File: src/rtl/octave_decimator.sv
// 2:1 spatial decimator between octave stages: subsamples or 2x2 box-averages the
// gauss3 stream to half resolution, forwarding blanking samples so downstream windows flush.
module octave_decimator #(
  parameter int width   = 420,
  parameter int average = 0
) (
  input  logic       clock,
  input  logic       reset,
  input  logic [7:0] din,
  input  logic       validin,
  input  logic       blanking_in,
  output logic [7:0] dout,
  output logic       validout,
  output logic       blanking_out
);

  localparam int HALF = width / 2;
  localparam int CW   = (width > 2) ? $clog2(width) : 1;
  localparam int AW   = (HALF > 1) ? $clog2(HALF) : 1;

  if (((width % 2) != 0) || (width < 2)) begin : g_width_check
    $error("octave_decimator: width must be even and at least 2");
  end

  // Rounded mean of two 9-bit pair sums; the 10-bit sum of four 8-bit pixels
  // plus 2 never exceeds 1022, so the quotient always fits in 8 bits.
  function automatic logic [7:0] round_mean4(input logic [8:0] a, input logic [8:0] b);
    logic [9:0] s;
    s = {1'b0, a} + {1'b0, b} + 10'd2;
    return s[9:2];
  endfunction

  logic [CW-1:0] r_col;
  logic          r_row_odd;
  logic [7:0]    r_pix_hold;
  logic [8:0]    r_linebuf [HALF];
  logic [7:0]    r_dout_p1;
  logic          r_vld_p1;
  logic          r_blank_p1;

  logic          w_img;
  logic          w_blank;
  logic          w_last;
  logic [AW-1:0] w_addr;
  logic [8:0]    w_pair;
  logic [8:0]    w_rd;

  assign w_img   = validin & ~blanking_in;
  assign w_blank = validin & blanking_in;
  assign w_last  = (r_col == CW'(width - 1));
  assign w_addr  = AW'(r_col >> 1);
  assign w_pair  = {1'b0, r_pix_hold} + {1'b0, din};
  assign w_rd    = r_linebuf[w_addr];

  // Stage p0 -> p1: column/row tracking and output register
  always_ff @(posedge clock) begin
    if (reset) begin
      r_col      <= '0;
      r_row_odd  <= 1'b0;
      r_vld_p1   <= 1'b0;
      r_blank_p1 <= 1'b1;
      r_dout_p1  <= '0;
    end else begin
      r_vld_p1 <= 1'b0;
      if (w_blank) begin
        r_col      <= '0;
        r_row_odd  <= 1'b0;
        r_vld_p1   <= 1'b1;
        r_blank_p1 <= 1'b1;
        r_dout_p1  <= din;
      end else if (w_img) begin
        if (w_last) begin
          r_col     <= '0;
          r_row_odd <= ~r_row_odd;
        end else begin
          r_col <= r_col + 1'b1;
        end
        if (average == 0) begin
          if (!r_row_odd && !r_col[0]) begin
            r_vld_p1   <= 1'b1;
            r_blank_p1 <= 1'b0;
            r_dout_p1  <= din;
          end
        end else if (r_row_odd && r_col[0]) begin
          r_vld_p1   <= 1'b1;
          r_blank_p1 <= 1'b0;
          r_dout_p1  <= round_mean4(w_rd, w_pair);
        end
      end
    end
  end

  // Pair accumulation and even-row line storage; odd rows only read, so no hazard
  always_ff @(posedge clock) begin
    if (w_img && !r_col[0]) begin
      r_pix_hold <= din;
    end
    if ((average != 0) && w_img && r_col[0] && !r_row_odd) begin
      r_linebuf[w_addr] <= w_pair;
    end
  end

  assign dout         = r_dout_p1;
  assign validout     = r_vld_p1;
  assign blanking_out = r_blank_p1;

endmodule

File: config.mk
export PLATFORM = sky130hd
export DESIGN_NAME = octave_decimator
export DESIGN_NICKNAME = d
export VERILOG_FILES = /design/src/rtl/octave_decimator.sv
export SDC_FILE = /design/constraint.sdc
export NUM_CORES = 1
export LEC_CHECK = 0
export CORE_MARGIN = 3
export CORE_UTILIZATION = 47
export DETAILED_ROUTE_END_ITERATION = 16
export PLACE_DENSITY = 0.77
export SYNTH_ARGS = -nofsm -noshare
export SYNTH_HDL_FRONTEND = slang
export SYNTH_SLANG_ARGS = --single-unit
File: constraint.sdc
create_clock -name clock -period 2.25 [get_ports clock]
set_input_delay 0.45 -clock clock [delete_from_list [all_inputs] [get_ports clock]]
set_output_delay 0.45 -clock clock [all_outputs]
set_load 0.01 [all_outputs]
==> Yosys cells after proc, flatten, opt, wreduce, memory -nomap -nowiden <==
Index checks and enable logic that the tools add are counted.
Widths: inputs -> output; s select.
{ "totals": {"in_bits": 12, "reg_bits": 20, "output_inout_bits": 10} }
{ "classes": {"bitwise": 4, "addsub": 1, "muxes": 7, "n_reduce_logical": 9, "n_eq_ne": 1} }
{ "ops": {"columns": ["operator", "count"], "rows": [
  ["$mux 8", 3],
  ["$add 9x1->9 const B", 1],
  ["$eq 9x9->1 const B", 1],
  ["$mux 9", 1],
  ["$reduce_and 2->1", 3],
  ["$reduce_bool 2->1", 2],
  ["$mux 1", 3],
  ["$and 1x1->1", 2],
  ["$logic_not 1->1", 2],
  ["$not 1->1", 2],
  ["$reduce_or 2->1", 1],
  ["$logic_and 1x1->1", 1]
]} }

==> Depth between registers and ports, before layout <==
{ "logic_depth": {"depth_word": 5, "mapped_depth": 4, "ltp_nobuf": 4} }

==> Worst setup path after synthesis <==
Ideal clock, no wire load.
{ "synth_timing": {"path_kind": "flip-flop to flip-flop", "startpoint": "reg r_col[2]", "endpoint": "reg r_row_odd", "path_buffers": 0, "setup_slack_ps": 556, "arrival_time_ps": 1573, "setup_ps": 121, "synth_period_minus_slack_ps": 1694, "path_stages_with_launch": 4, "path_cell_list": "dfxtp_1 or4_4 nor4_4 mux2_4"} }
{ "synth_via": {"elab_chain_cells": 2} }
{ "synth_lines": {"columns": ["item", "line_no", "source"], "rows": [
  ["start, declared", "33", "logic [CW-1:0] r_col;"],
  ["start signal, assigned", "76", "r_col <= r_col + 1'b1;"],
  ["$eq 9x9->1", "50", "assign w_last = (r_col == CW'(width - 1));"],
  ["$reduce_and 2->1 (no line)", null, null],
  ["end signal, assigned", "74", "r_row_odd <= ~r_row_odd;"],
  ["end, declared", "34", "logic r_row_odd;"]
]} }
Every way passes these cells.
A chain may end at the register's enable or synchronous reset.

==> Worst setup path in the final report <==
{ "layout_timing": {"startpoint": "in blanking_in", "endpoint": "reg r_col[7]"} }
{ "layout_via": {"elab_chain_cells": 2} }
{ "layout_lines": {"columns": ["item", "line_no", "source"], "rows": [
  ["start, declared", "11", "input logic blanking_in,"],
  ["$and 1x1->1 or $not 1->1 (tied branches)", "49, 48", null],
  ["$reduce_or 2->1 (no line) or $and 1x1->1 (tied branches)", null, null]
]} }
Several ways; a longest one is shown, not always the timed one.

==> impl_results.md <==
* Num CTS Buffers at 3
* IO Pins at 22
* Setup ws final at 0.507 ns
* Buffers added on ports at 21
* Final period util at 77.5%
* Crit path to: r_col[7]$_SDFFE_PP0P_
* Place WS at 0.222 ns
* Crit path capture type: register
* Vias at 818
* Bufs on Longest Clock Path at 2
* R2R Setup Slk at 0.62 ns
* Synth Net Count at 111
* Reg clk slew, reported paths at 0.10 ns
* PD cells at 542 nW/µm²
* Unique masters post-synth at 27
* Largest net degree at the start of global routing at 13
* Status: finished clean
* Pre-Repair DR Iteration Count at 4
* Post-layout min period at between 1.5 and 2 ns
* Number of global-route vias before repair at 755
* Mapped Cells at 98
* Cts repair resizes at 0
* Worst Path Arrival at 1.95 ns
* Clock Sinks at 20
* Top-count cell post-synth: dfxtp_1
* H-tree depth at 1
* CTS Hold Buffers Added at 0
* Gr ovfl total at 0
* Synth-to-Final Area Change at 31.3%
* Min-Delay Path Class: register to register
* Die width at 49.1 µm
* R2R Path End: r_row_odd$_SDFFE_PP0P_
* Async set or reset register ratio after synthesis at 0%
* Worst Path Max Fanout at 8
* Worst setup SP type: primary input
* Syn avg cell area at slightly below 9 µm²
* Leakage at 0.385 nW
* Final Hold Fails at 0
* Max VDD drop at 376 µV
* Core Region at 1630 µm²
* DR iter-0 viols at 20
* Drt wl/cell at ~13 µm
* Setup TNS at 0 ns
* Max-Cap Viols at 0
* Critical path class: primary input to register
* Post-synth top cells: dfxtp_1 (20), o21ai_0 (13), nand3_1 (10)
* Post-synth EDFFs at 0
* Area of the multi-input gates at 440 µm²
* Layout Nets at about 140
* Starting density of the core at 53.7%
* First-pass GRT wire length at 3430 µm
* Fillers at 132
* Crit path launch: blanking_in
* R2r startpoint: r_col[2]$_SDFFE_PP0P_
* Drt via density at 5.60
* Synth warn at 0
* GRT Util Overall at roughly 18%
* N_diodes at 0
* Post-CTS setup buffer count at 0
* Main flop type after synthesis: dfxtp_1
* GPL Wtd Cong at about 0.7
* DP HPWL at 1460 µm
* Die H at 49.1 µm
* Worst-margin pin slew at 0.610 ns
* Max-slew headroom at between 50% and 60%
* R2R depth at 3
* RSZ-0062 raised after global routing: no
* Worst Skew at 0.00805 ns
* Post-synth top area share at 45.8%
* Routed Antenna Nets at 0
* Clk_lat worst skew at 0.28 ns
* Drt drc at 0
* Share of cells above drive strength 1 at 8.20%
* Die area at 2410 µm²
* Mapped Area at 875 µm²
* Antenna violations before repair at 0
* Area occupied by registers at approximately 400 µm²
* Post-synthesis sequential area ratio at 45.8%
* Row Count at 14
* Final setup violation count at 0
* Final WL at just under 2000 µm
* Largest area contributor in the netlist: dfxtp_1
* Max-slew violations at 0
* Synthesis-stage register bit count at 20
* CTS root buffer: clkbuf_4
* Synth top area cells: dfxtp_1 (46%), o21ai_0 (7.4%), nand3_1 (5.7%), a21oi_1 (5.2%), or3_1 (3.6%)
* Max Fclk at around 0.57 GHz
* CTS tree: yes
* CP Data Required Time at around 2.5 ns
-- cell usage in the layout, fill, tap and decap left out, drive strengths merged, types with 2 or more instances in the layout --
| cell | count |
|---|---|
| clkdlybuf4s50 | 21 |
| buf | 3 |
| a21o | 2 |
| dfxtp | 20 |
| o21ai | 13 |
| nand4b | 2 |
| nand3 | 10 |
| xnor2 | 2 |
| a21oi | 9 |
| or3 | 5 |
| a211oi | 4 |
| or4 | 3 |
| clkbuf | 3 |
| nor3 | 3 |
| inv | 6 |
| nor2 | 4 |
-- flip-flops by register name (all words and copies together), names as in the netlist --
register	count
dout	8
validout	1
r_row_odd	1
blanking_out	1
r_col	9
-- layout make-up --
| type | count | area share, % |
|---|---|---|
| clock buffer | 3 | 1.96 |
| sequential | 20 | 34.9 |
| inverter | 6 | 1.96 |
| multi-input combinational | 69 | 38.3 |
| tap | 24 | 2.61 |
| timing repair buffer | 24 | 20.3 |
-- worst max-delay path, stage by stage --
cell and delay (ns):
clkdlybuf4s50_1 0.50, nand4b_1 0.33, or4_1 0.45, a211oi_1 0.22
-- how the worst min path moves through the flow --
stage / from / endpoint / cells past startpoint
after global placement: blanking_out$_SDFFE_PP1P_ / blanking_out$_SDFFE_PP1P_ / 1
after global routing: blanking_out$_SDFFE_PP1P_ / blanking_out$_SDFFE_PP1P_ / 1
final: blanking_out$_SDFFE_PP1P_ / blanking_out$_SDFFE_PP1P_ / 1
after CTS: blanking_out$_SDFFE_PP1P_ / blanking_out$_SDFFE_PP1P_ / 1
after floorplan: r_col[7]$_SDFFE_PP0P_ / r_col[7]$_SDFFE_PP0P_ / 2
after detailed placement: blanking_out$_SDFFE_PP1P_ / blanking_out$_SDFFE_PP1P_ / 1
-- kinds of logic after synthesis --
| logic type | share of synthesized area, % |
|---|---|
| XOR/XNOR | 2.00 |
| AND/OR/NAND/NOR | 22.9 |
| flip-flops | 45.8 |
| multiplexers | 1.72 |
| buffers and inverters | 3.86 |
| AO/OA/AOI/OAI | 22.3 |
| adder cells (fa/ha/maj) | 1.43 |
-- layer usage --
metal | wire (µm) | share of wire (%) | up-vias | GRT usage, %
met5 | 0 | 0 | - | 0
met4 | 13 | 0.68 | 0 | 5.69
met3 | 51 | 2.7 | 2 | 3.98
met2 | 884 | 46 | 10 | 26.6
met1 | 972 | 51 | 392 | 24.6
li1 | - | - | 414 | -
-- stage by stage --
stage / std cells / util (%) / hold WS (ns) / total power, mW / instance area [µm²]
floorplan: 98 / - / 0.462 / 0.421 / 875
finish: 146 / 70.5 / 0.470 / 0.623 / 1150
detailed placement: 143 / 69.1 / 0.462 / 0.474 / 1130
global route: 146 / 70.5 / 0.511 / 0.653 / 1150
global placement: 143 / 69.1 / 0.439 / 0.472 / 1130
CTS: 146 / 70.5 / 0.486 / 0.628 / 1150
-- power breakdown --
group,leakage [nW],internal (mW),switching (mW)
sequential,0.163,0.368,0.00775
combinational,0.207,0.0520,0.0386
clock,0.0138,0.0621,0.0950
No activity file was read; power rests on OpenSTA's default activity.
